==> src/rtl/riscv_pkg.sv <==
// riscv_pkg: writeback select and load funct3 encodings shared by the writeback slice
package riscv_pkg;
    localparam logic [1:0] WB_ALU  = 2'd0;
    localparam logic [1:0] WB_LOAD = 2'd1;
    localparam logic [1:0] WB_PC4  = 2'd2;
    localparam logic [1:0] WB_RSVD = 2'd3;

    localparam logic [2:0] F3_LB  = 3'b000;
    localparam logic [2:0] F3_LH  = 3'b001;
    localparam logic [2:0] F3_LW  = 3'b010;
    localparam logic [2:0] F3_LBU = 3'b100;
    localparam logic [2:0] F3_LHU = 3'b101;

    typedef struct packed {
        logic        valid;
        logic        reg_wen;
        logic [4:0]  rd;
        logic [1:0]  wb_sel;
        logic [31:0] alu_result;
        logic [31:0] pc;
        logic [31:0] load_word;
        logic [2:0]  funct3;
    } wb_reg_t;
endpackage

==> src/rtl/load_extend.sv <==
// load_extend: selects the addressed byte/halfword of a loaded word and sign/zero-extends it
module load_extend
    import riscv_pkg::*;
(
    input  logic [31:0] word,
    input  logic [1:0]  offset,
    input  logic [2:0]  funct3,
    output logic [31:0] data,
    output logic        legal
);
    logic [7:0]  b;
    logic [15:0] h;

    // lane select then extension; unknown funct3 yields zero and legal=0
    always_comb begin
        b = offset[1] ? (offset[0] ? word[31:24] : word[23:16]) : (offset[0] ? word[15:8] : word[7:0]);
        h = offset[1] ? word[31:16] : word[15:0];
        legal = funct3 inside {F3_LB, F3_LH, F3_LW, F3_LBU, F3_LHU};
        data = funct3 == F3_LB  ? {{24{b[7]}}, b} :
               funct3 == F3_LBU ? {24'd0, b} :
               funct3 == F3_LH  ? {{16{h[15]}}, h} :
               funct3 == F3_LHU ? {16'd0, h} :
               funct3 == F3_LW  ? word : '0;
    end
endmodule

==> src/rtl/writeback_stage.sv <==
// writeback_stage: MEM/WB register, result select and retire counter; WB_BYPASS_EN adds WB->decode forwarding
module writeback_stage
    import riscv_pkg::*;
#(
    parameter int unsigned RETIRE_W = 32
)(
    input  logic                clock,
    input  logic                reset,
    input  logic                mem_valid,
    input  logic                mem_reg_wen,
    input  logic [4:0]          mem_rd,
    input  logic [1:0]          mem_wb_sel,
    input  logic [31:0]         mem_alu_result,
    input  logic [31:0]         mem_pc,
    input  logic [31:0]         mem_load_word,
    input  logic [2:0]          mem_funct3,
    input  logic                stall,
    input  logic                flush,
    output logic [31:0]         addr_rd,
    output logic [31:0]         data_rd,
    output logic                write_enable,
    output logic                wb_valid,
    output logic [RETIRE_W-1:0] retire_count
`ifdef WB_BYPASS_EN
    ,
    input  logic [31:0]         addr_rs1,
    input  logic [31:0]         addr_rs2,
    input  logic [31:0]         rf_data_rs1,
    input  logic [31:0]         rf_data_rs2,
    output logic [31:0]         fwd_data_rs1,
    output logic [31:0]         fwd_data_rs2
`endif
);
    wb_reg_t             wb;
    logic [RETIRE_W-1:0] retire_q;
    logic [31:0]         ld_data;
    logic                ld_legal;

    load_extend u_load_extend (
        .word   (wb.load_word),
        .offset (wb.alu_result[1:0]),
        .funct3 (wb.funct3),
        .data   (ld_data),
        .legal  (ld_legal)
    );

    // WB register: reset clears, flush kills the slot even under stall, stall holds
    always_ff @(posedge clock) begin
        if (reset) begin
            wb <= '0;
        end else if (flush) begin
            wb.valid <= 1'b0;
        end else if (!stall) begin
            wb <= '{valid: mem_valid, reg_wen: mem_reg_wen, rd: mem_rd, wb_sel: mem_wb_sel,
                    alu_result: mem_alu_result, pc: mem_pc, load_word: mem_load_word, funct3: mem_funct3};
        end
    end

    // an instruction retires when it leaves a valid, unstalled WB slot
    always_ff @(posedge clock) begin
        if (reset) begin
            retire_q <= '0;
        end else if (wb.valid && !stall) begin
            retire_q <= retire_q + 1'b1;
        end
    end

    // result mux and write strobe; reserved select and illegal loads never write
    always_comb begin
        data_rd = wb.wb_sel == WB_ALU  ? wb.alu_result :
                  wb.wb_sel == WB_LOAD ? ld_data :
                  wb.wb_sel == WB_PC4  ? wb.pc + 32'd4 : '0;
        write_enable = wb.valid && wb.reg_wen && wb.rd != 5'd0 && wb.wb_sel != WB_RSVD &&
                       (wb.wb_sel != WB_LOAD || ld_legal);
    end

    assign addr_rd      = {27'd0, wb.rd};
    assign wb_valid     = wb.valid;
    assign retire_count = retire_q;

`ifdef WB_BYPASS_EN
    assign fwd_data_rs1 = write_enable && addr_rs1 == addr_rd ? data_rd : rf_data_rs1;
    assign fwd_data_rs2 = write_enable && addr_rs2 == addr_rd ? data_rd : rf_data_rs2;
`endif
endmodule

==> config.mk <==
export PLATFORM = sky130hd
export DESIGN_NAME = writeback_stage
export DESIGN_NICKNAME = d
export VERILOG_FILES = /design/src/rtl/riscv_pkg.sv /design/src/rtl/load_extend.sv /design/src/rtl/writeback_stage.sv
export SDC_FILE = /design/constraint.sdc
export NUM_CORES = 1
export LEC_CHECK = 0
export ABC_CLOCK_PERIOD_IN_PS = 2200
export BUFFER_PORTS_ARGS = -buffer_cell sky130_fd_sc_hd__buf_2
export CORE_MARGIN = 5
export CORE_UTILIZATION = 45
export CTS_CLUSTER_DIAMETER = 150
export CTS_CLUSTER_SIZE = 12
export DETAILED_ROUTE_END_ITERATION = 8
export HOLD_SLACK_MARGIN = 0.15
export PLACE_DENSITY = 0.76
export SKIP_CTS_REPAIR_TIMING = 1
export SYNTH_ARGS = -nofsm -noshare
export SYNTH_HDL_FRONTEND = slang
export SYNTH_SLANG_ARGS = --single-unit
==> constraint.sdc <==
create_clock -name clock -period 2.2 [get_ports clock]
set_clock_uncertainty 0.05 [all_clocks]
set_input_delay 0 -clock clock [delete_from_list [all_inputs] [get_ports clock]]
set_output_delay 0 -clock clock [all_outputs]
set_load 0.02 [all_outputs]
==> flow_summary.json <==
{
  "drc": 0,
  "drt_iter0_markers": 700,
  "p_leak_nw": 4.29,
  "crit_fanout": 6,
  "finalNetCount": 1354,
  "die-area_sq_um": 19300,
  "io-pin-count": 210,
  "cts_made_buffers": 17,
  "ys_seq_area_frac": 0.375,
  "synthCells": 962,
  "hold_start": "mem_wb_sel[1]",
  "placed_cells": 1321,
  "die_w_microns": 139,
  "die_h_microns": 139,
  "setup_ws_ns": -0.185,
  "gp_congestion": 0.900,
  "n_antenna_cell": 0,
  "end_kind": "primary output",
  "hpwl_microns": 16000,
  "antenna_found_initial": 0,
  "drv_cap": 0,
  "yosysWarnings": 0,
  "cts_buffer_depth": 2,
  "min_path_type": "input pin to flip-flop",
  "cts_tree": "done",
  "antenna_left": 0,
  "grt_pass1_wl_microns": 35100,
  "vias": 7947,
  "startpoint_type": "flip-flop",
  "synth_cell_types": 55,
  "setup_tns_ns": -2.36,
  "finalPower_w": 0.00678,
  "finalSetupViolCount": 24,
  "cts.clk_slew.worst_paths_ns": 0.06,
  "start_util": 0.454,
  "layout_min_cycle_time_ns": 2.38,
  "fmax_ghz": 0.419,
  "placedInstanceArea_sq_um": 8550,
  "powerDensity_nw_per_um2": 636,
  "synth_flop_cell": "dfxtp_1",
  "cts_root_buffer": "clkbuf_16",
  "rsz0062_at_grt": "true",
  "viasPerCell": 5.40,
  "syn2layout_area_growth_pct": 42.5,
  "rows": 47,
  "fin_area_sq_um": 10700,
  "grt_max_degree": 141,
  "synth.area.top_cells": "dfxtp_1 37%, nand2_1 13%, a21oi_1 7.8%",
  "async_flop_share": 0,
  "synth_top_area_frac": 0.375,
  "worst_slew_margin_rel": 0.581,
  "synth-seq-cells": 140,
  "syn_area_sq_um": 7480,
  "final_cells": 1473,
  "numPortBuffers": 182,
  "path_class": "flip-flop to primary output",
  "critPathRequiredTime_ns": 2.15,
  "gr-total-overflow": 0,
  "peakVddDrop_uv": 581,
  "synth_edf_count": 0,
  "track_usage": 0.224,
  "violations": "negative setup slack",
  "htreeDepth": 4,
  "wl_per_cell_microns": 17.4,
  "finalCritPeriodShare": 1.08,
  "core_area_sq_um": 16500,
  "yosysTopAreaCell": "dfxtp_1",
  "cts.sinks": 140,
  "critical_path_arrival_ns": 2.33,
  "post-route-util": 0.647,
  "startpoint": "wb[68]",
  "max_slew.worst_pin.slew_ns": 0.628,
  "r2r-start": "wb_valid",
  "outcome": "complete, but fails checks",
  "syn_avg_cell_area_sq_um": 7.78,
  "slew_violations": 0,
  "final_hold_viol_count": 0,
  "wl_microns": 25600,
  "first_pass_iters": 6,
  "grt_pass1_vias": 6680,
  "clk_latency_ns": 0.43,
  "final_layout_size_suffix_gt1_frac": 0.270,
  "reg2reg_slack_ns": 0.30
}
==> layer usage <==
metal  vias to the layer above  GRT usage  wire, microns
met5                         -          0              0
met4                         0     0.0778            911
met3                        87     0.0617           1800
met2                       385      0.368          12600
met1                      3705      0.285          10300
li1                       3770          -              -
==> worst max-delay path, cell delays in order (launching register included) <==
cell,delay (ns)
dfxtp_4,0.36
mux2_4,0.32
mux2i_4,0.17
o41ai_4,0.11
buf_6,0.16
buf_12,0.13
a221oi_1,0.34
o32ai_1,0.13
buf_2,0.18
==> per-stage QoR <==
step	hold WS [ns]	setup WS (ns)
after floorplan	0.0293	0.312
after global placement	0.189	0.201
after detailed placement	0.193	0.174
after CTS	-0.266	-0.289
after global routing	0.316	-0.304
final	0.308	-0.185
==> worst paths after layout <==
check                                        to  cells past startpoint
worst max-delay path                data_rd[10]                      8
worst min-delay path                    wb[100]                      4
worst min register to register           wb[96]                      2
worst max register to register  retire_count[1]                      4
==> flip-flops by register name, indices dropped and copies added, names as in the netlist <==
name and flops:
addr_rd 5, wb 102, retire_count 32, wb_valid 1
==> final cells by class <==
cell class / count / area (sq um)
multi-input combinational: 738 / 4420
clock inverter: 12 / 136
timing repair buffer: 334 / 2510
tap: 220 / 275
sequential: 140 / 2820
clock buffer: 20 / 467
inverter: 9 / 33.8
fill: 1350 / 5800
==> cells in the mapped netlist, types with 3 or more instances <==
cell type and n:
a221oi_2 4, nor3_1 10, nand3_1 26, nor2b_1 5
xor2_1 34, and2_1 4, nand2_1 261, buf_6 3
a221oi_1 4, and3_1 3, nor4_1 3, a21oi_2 14
nor2_1 75, nand2b_1 4, o32ai_1 4, o21ai_0 13
a21oi_1 117, buf_2 5, xnor2_1 24, buf_1 3
o32ai_2 20, dfxtp_1 140, o22ai_1 6, buf_4 34
nand4_1 20, and4_1 9, mux2_2 4, inv_1 8
mux2i_1 16, clkbuf_1 56
==> where the power goes <==
group	internal [W]	total, W	switching (W)
sequential	0.00263	0.00273	0.000105
clock	0.00177	0.00295	0.00118
combinational	0.000509	0.00110	0.000590
total	0.00490	0.00678	0.00187
==> layout by cell type, fill, tap and decap left out, types with 19 or more instances in the layout <==
master and n:
xnor2_1 24, xor2_1 34, a21oi_1 117, nor2_1 74
dfxtp_1 133, buf_4 52, dlygate4sd3_1 112, nand4_1 20
nand3_1 26, clkbuf_16 19, o32ai_2 21, conb_1 27
buf_2 158, nand2_1 261
==> cell families after synthesis <==
group	synth area share
adder cells (fa/ha/maj)	0.00334
buffers and inverters	0.0761
flip-flops	0.375
multiplexers	0.0385
AO/OA/AOI/OAI	0.183
other	0.000501
AND/OR/NAND/NOR	0.256
XOR/XNOR	0.0679
No activity file was read; power rests on OpenSTA's default activity.
